`src/rtl/alu_pkg.sv`:
```
// Shared ALU definitions: datapath widths and the 4-bit operation select codes.
// Consumers of the ALU (arbiter, execute units) import this package.
package alu_pkg;

    localparam int ALU_DW   = 32;
    localparam int ALU_SELW = 4;

    typedef logic [ALU_DW-1:0]   alu_word_t;
    typedef logic [ALU_SELW-1:0] alu_sel_t;

    localparam alu_sel_t ALU_GEZ  = 4'd0;
    localparam alu_sel_t ALU_LTZ  = 4'd1;
    localparam alu_sel_t ALU_ADD  = 4'd2;
    localparam alu_sel_t ALU_SUB  = 4'd3;
    localparam alu_sel_t ALU_AND  = 4'd4;
    localparam alu_sel_t ALU_OR   = 4'd5;
    localparam alu_sel_t ALU_XOR  = 4'd6;
    localparam alu_sel_t ALU_NOR  = 4'd7;
    localparam alu_sel_t ALU_SRL  = 4'd8;
    localparam alu_sel_t ALU_SRA  = 4'd9;
    localparam alu_sel_t ALU_SLL  = 4'd10;
    localparam alu_sel_t ALU_EQ   = 4'd11;
    localparam alu_sel_t ALU_SLT  = 4'd12;
    localparam alu_sel_t ALU_SLTU = 4'd13;
    localparam alu_sel_t ALU_GTZ  = 4'd14;
    localparam alu_sel_t ALU_LEZ  = 4'd15;

endpackage

```
`src/rtl/rr_arbiter.sv`:
```
// NREQ-way arbiter producing a one-hot grant plus its encoded index.
// Round-robin by default; defining ALU_ARB_FIXED_PRIO_EN gives fixed priority (lowest index wins).
module rr_arbiter #(
    parameter int NREQ = 2,
    parameter int IDW  = 3
) (
    input  logic            clk,
    input  logic            reset_n,
    input  logic [NREQ-1:0] req_valid,
    input  logic            advance,
    output logic [NREQ-1:0] grant,
    output logic [IDW-1:0]  grant_idx,
    output logic            grant_any
);

`ifdef ALU_ARB_FIXED_PRIO_EN
    // No pointer state in this mode; the clock, reset and advance strobe are intentionally unused.
    logic unused_ok;
    assign unused_ok = ^{clk, reset_n, advance};

    always_comb begin
        grant     = '0;
        grant_idx = '0;
        grant_any = 1'b0;
        for (int i = 0; i < NREQ; i++) begin
            if (!grant_any && req_valid[i]) begin
                grant[i]  = 1'b1;
                grant_idx = IDW'(i);
                grant_any = 1'b1;
            end
        end
    end
`else
    logic [IDW-1:0] ptr_q, ptr_d;

    // NOTE: every output gets a default before the search loop, so no path leaves a latch behind.
    always_comb begin
        grant     = '0;
        grant_idx = '0;
        grant_any = 1'b0;
        for (int off = 0; off < NREQ; off++) begin
            for (int i = 0; i < NREQ; i++) begin
                if (!grant_any && req_valid[i] && (i == (int'(ptr_q) + off) % NREQ)) begin
                    grant[i]  = 1'b1;
                    grant_idx = IDW'(i);
                    grant_any = 1'b1;
                end
            end
        end
    end

    // The pointer moves past the winner only when a transfer actually happens.
    always_comb begin
        ptr_d = ptr_q;
        if (advance) begin
            ptr_d = (int'(grant_idx) == NREQ - 1) ? '0 : grant_idx + 1'b1;
        end
    end

    // NOTE: sequential state uses non-blocking assignments so all flops update together at the edge.
    always_ff @(posedge clk or negedge reset_n) begin
        if (!reset_n) begin
            ptr_q <= '0;
        end else begin
            ptr_q <= ptr_d;
        end
    end
`endif

endmodule

```
`src/rtl/alu_arbiter.sv`:
```
// Shares one combinational ALU among NREQ requesters and registers a single tagged response.
// Optional build macro: ALU_ARB_FIXED_PRIO_EN (fixed priority instead of round-robin).
module alu_arbiter
    import alu_pkg::*;
#(
    parameter int NREQ = 2,
    parameter int IDW  = 3
) (
    input  logic                   clk,
    input  logic                   reset_n,
    input  logic [NREQ-1:0]        req_valid,
    output logic [NREQ-1:0]        req_ready,
    input  logic [ALU_DW*NREQ-1:0] req_op1,
    input  logic [ALU_DW*NREQ-1:0] req_op2,
    input  logic [4*NREQ-1:0]      req_sel,
    output logic [ALU_DW-1:0]      alu_op1,
    output logic [ALU_DW-1:0]      alu_op2,
    output logic [ALU_SELW-1:0]    alu_sel,
    input  logic [ALU_DW-1:0]      alu_result,
    input  logic                   alu_zero,
    output logic                   rsp_valid,
    input  logic                   rsp_ready,
    output logic [IDW-1:0]         rsp_id,
    output logic [ALU_DW-1:0]      rsp_result,
    output logic                   rsp_zero
);

    logic [NREQ-1:0] grant;
    logic [IDW-1:0]  grant_idx;
    logic            grant_any;
    logic            can_accept;
    logic            xfer;

    logic            rsp_valid_q, rsp_valid_d;
    logic [IDW-1:0]  rsp_id_q, rsp_id_d;
    alu_word_t       rsp_result_q, rsp_result_d;
    logic            rsp_zero_q, rsp_zero_d;

    // The slot can take a new result when empty or when it is being drained this cycle.
    assign can_accept = !rsp_valid_q || rsp_ready;
    assign xfer       = grant_any && can_accept;
    assign req_ready  = grant & {NREQ{can_accept}};

    rr_arbiter #(
        .NREQ (NREQ),
        .IDW  (IDW)
    ) u_arb (
        .clk       (clk),
        .reset_n   (reset_n),
        .req_valid (req_valid),
        .advance   (xfer),
        .grant     (grant),
        .grant_idx (grant_idx),
        .grant_any (grant_any)
    );

    always_comb begin
        alu_op1 = '0;
        alu_op2 = '0;
        alu_sel = '0;
        for (int i = 0; i < NREQ; i++) begin
            if (grant[i]) begin
                alu_op1 = req_op1[i*ALU_DW +: ALU_DW];
                alu_op2 = req_op2[i*ALU_DW +: ALU_DW];
                alu_sel = req_sel[i*ALU_SELW +: ALU_SELW];
            end
        end
    end

    // A new transfer wins over a drain, so back-to-back ops keep rsp_valid high.
    always_comb begin
        rsp_valid_d  = rsp_valid_q;
        rsp_id_d     = rsp_id_q;
        rsp_result_d = rsp_result_q;
        rsp_zero_d   = rsp_zero_q;
        if (xfer) begin
            rsp_valid_d  = 1'b1;
            rsp_id_d     = grant_idx;
            rsp_result_d = alu_result;
            rsp_zero_d   = alu_zero;
        end else if (rsp_valid_q && rsp_ready) begin
            rsp_valid_d  = 1'b0;
        end
    end

    always_ff @(posedge clk or negedge reset_n) begin
        if (!reset_n) begin
            rsp_valid_q  <= 1'b0;
            rsp_id_q     <= '0;
            rsp_result_q <= '0;
            rsp_zero_q   <= 1'b0;
        end else begin
            rsp_valid_q  <= rsp_valid_d;
            rsp_id_q     <= rsp_id_d;
            rsp_result_q <= rsp_result_d;
            rsp_zero_q   <= rsp_zero_d;
        end
    end

    assign rsp_valid  = rsp_valid_q;
    assign rsp_id     = rsp_id_q;
    assign rsp_result = rsp_result_q;
    assign rsp_zero   = rsp_zero_q;

endmodule
```
`config.mk`:
```
export PLATFORM = sky130hd
export DESIGN_NAME = alu_arbiter
export DESIGN_NICKNAME = d
export VERILOG_FILES = /design/src/rtl/alu_pkg.sv /design/src/rtl/rr_arbiter.sv /design/src/rtl/alu_arbiter.sv
export SDC_FILE = /design/constraint.sdc
export NUM_CORES = 1
export LEC_CHECK = 0
export ABC_AREA = 1
export CAP_MARGIN = 20
export CELL_PAD_IN_SITES_DETAIL_PLACEMENT = 0
export CELL_PAD_IN_SITES_GLOBAL_PLACEMENT = 1
export CORE_MARGIN = 1
export CORE_UTILIZATION = 15
export DETAILED_ROUTE_END_ITERATION = 10
export PLACE_DENSITY_LB_ADDON = 0.08
export SLEW_MARGIN = 20
export SYNTH_ARGS = -nofsm -noshare
export SYNTH_HDL_FRONTEND = slang
export SYNTH_HIERARCHICAL = 1
export SYNTH_SLANG_ARGS = --single-unit
```
`constraint.sdc`:
```
create_clock -name clk -period 1.4 [get_ports clk]
set_input_delay 0.35 -clock clk [delete_from_list [all_inputs] [get_ports clk]]
set_output_delay 0.35 -clock clk [all_outputs]
set_load 0.02 [all_outputs]
```
==> flow_summary.toml <==
[synthesis]
ys_types = 14
synth_simple_gate_area_share_pct = 51.9
synth_xor_area_share_pct = 0
synth_compound_area_share_pct = 0.288
synth_area_um2 = 2610
yosysSeqAreaShare_pct = 36.4
synth_area_per_cell_um2 = 6.35
synth_warnings = 6
synthAdderAreaFrac_pct = 0
synth_top_family_by_area = "simple AND/OR/NAND/NOR gates"
ys_seq_elements = 38
yosys-mux-area-fraction_pct = 0
syn_inst = 411

[sta]
period_minus_slack_ns = 1.96
max_clock_freq_mhz = 510
fin_skew_ns = 0.00443
period_share_pct = 140
rsz0062_at_grt = "true"
hold_violations = 0
final_max_slew_viol_count = 0
finalSetupViolCount = 108
setup_slack_ns = -0.560

[placed_design]
io_buffers = 280
dp_hpwl_mm = 10.3
gp_congestion = 0.811
place_area_um2 = 5910

[global_route]
grt_usage_pct = 16.7
grt_antenna_before_repair = 0
grt_pass1_wl_mm = 23.1
grt-ovfl-total = 0
grt_max_degree = 39
grt_pass1_vias = 4061

[layout]
drive_gt1_share_pct = 43.1
n_antenna_cell = 0
fin_util_pct = 44.4
finalInstanceArea_um2 = 7440
final_nets = 890
area_delta_synth_final_pct = 185

[detailed_routing]
wire_per_inst_um = 16.9
drcViolationCount = 0
wirelength_mm = 15.8
vias = 3971
drt_first_pass_iters = 4
drt.antenna.violating_nets = 0
viasPerCell = 4.25
drtIter0Drc = 106

[floorplanning]
design.core.area_um2 = 16800
ioPinCount = 281
start_util_pct = 15.6
die_area_um2 = 17900
row_count = 47
die_w_um = 134
die_y_um = 134

[cts]
cts.sinks = 38
numCtsBuffers = 5
htree_levels = 2
clkLatencyLatePin_ns = 0.28
tritoncts = "built"
clkTransAtPathRegs_ns = 0.06
cts-root-buf = "clkbuf_16"
cts_max_path_buffers = 2

[pwr]
p_leak_nw = 3.67
powerDensity_nw_per_um2 = 859
irDropWorstVdd_mv = 0.422

[worst_setup_path]
end_kind = "primary output"
worst_r2r_startpoint = "u_arb/ptr_q[0]"
path_class = "flip-flop to primary output"
crit_path_start = "u_arb/ptr_q[0]"
crit_arrival_ns = 1.61
worstPathMaxFanout = 6
cp-start-kind = "flip-flop"
required_ns = 1.05

[run]
drv_cap = 0

[outcome]
violations = "setup timing"
outcome = "finished, violations left"

[hold_path]
min_path_type = "flip-flop to flip-flop"
hold_start = "rsp_result[22]"
## layout by cell type, fill, tap and decap left out, drive strengths merged
master and instances:
buf 123, bufbuf 1, clkbuf 8, clkdlybuf4s15 1
clkdlybuf4s50 170, conb 2, dfrtp 38, dlygate4sd2 36
dlygate4sd3 1, inv 10, nand2 216, nand3 104
nor2 3, o21bai 1, or2 1
## cells in the mapped netlist
| cell | n | share of area (%) |
|---|---|---|
| buf_4 | 10 | 2.9 |
| buf_6 | 7 | 3.0 |
| conb_1 | 1 | 0.14 |
| nand2_2 | 2 | 0.48 |
| or2_0 | 1 | 0.24 |
| nand2_1 | 214 | 31 |
| nand3_1 | 104 | 20 |
| inv_1 | 8 | 1.2 |
| buf_2 | 20 | 3.8 |
| inv_2 | 1 | 0.14 |
| dfrtp_1 | 38 | 36 |
| o21bai_1 | 1 | 0.29 |
| inv_4 | 1 | 0.24 |
| nor2_1 | 3 | 0.43 |
## sequential cells by signal (all words and copies together), names as in the netlist
| signal | count |
|---|---|
| rsp_id | 3 |
| rsp_result | 32 |
| rsp_valid | 1 |
| rsp_zero | 1 |
| u_arb/ptr_q | 1 |
## layer usage
metal | up-vias | share of wire [%] | global-route usage [%] | routed length [µm]
met5 | - | 0 | 0 | 0
met4 | 0 | 1.3 | 2.84 | 209
met3 | 15 | 7.8 | 4.42 | 1240
met2 | 173 | 53 | 31.0 | 8380
met1 | 1864 | 38 | 19.4 | 5990
li1 | 1919 | - | - | -
## report_power, final
| group | total, mW | internal, mW | switching (mW) |
|---|---|---|---|
| Clock | 1.12 | 0.689 | 0.428 |
| Sequential | 1.40 | 1.30 | 0.106 |
| Combinational | 3.88 | 1.97 | 1.91 |
## path summary, 6_finish.rpt
path	slack (ns)	endpoint	cells after the start
max	-0.56	alu_op1[13]	11
min	0.46	rsp_result[22]	2
max reg2reg	-0.18	rsp_result[10]	10
min reg2reg	0.46	rsp_result[22]	2
max in group asynchronous	0.41	rsp_result[5]	3
min in group asynchronous	0.52	rsp_result[4]	2
## area by class of cell
type                            instances  area [µm²]
Fill cell                            1637        9320
Timing Repair Buffer                  334        3820
Multi-Input combinational cell        327        2200
Sequential cell                        38         951
Tap cell                              220         275
Clock buffer                            6         139
Inverter                               10        52.6
## cells by family after synthesis
kind of cell,Yosys count
AO/OA/AOI/OAI,1
other,1
flip-flops,38
AND/OR/NAND/NOR,324
buffers and inverters,47
## critical path, cell delays in order, from the launching register on
cell and delay [ns]:
dfrtp_1 0.39, inv_2 0.07, nand2_2 0.05, nand2_2 0.08
inv_4 0.06, inv_8 0.05, buf_6 0.12, buf_12 0.12
buf_16 0.14, nand3_4 0.07, nand2_2 0.07, buf_6 0.11
## timing repair
action	in CTS	in global routing
cloned	15	2
resized for setup	607	54
endpoints found under the setup margin	144	109
pin swaps	33	29
hold endpoints to repair	13	0
hold buffers	1	0
setup buffers	13	2
## through the flow
step | cells | hold WS [ns] | power, mW | setup slack (ns) | setup TNS [ns]
floorplan | 412 | 0.0544 | 2.83 | -0.133 | -5.27
global placement | 896 | 0.286 | 4.49 | -1.12 | -92.79
detailed placement | 896 | 0.289 | 4.50 | -1.13 | -93.86
CTS | 931 | 0.469 | 6.32 | -0.581 | -43.49
global route | 935 | 0.487 | 6.77 | -0.657 | -53.75
finish | 935 | 0.463 | 6.40 | -0.560 | -43.01
Power figures use the tool's default switching activity.
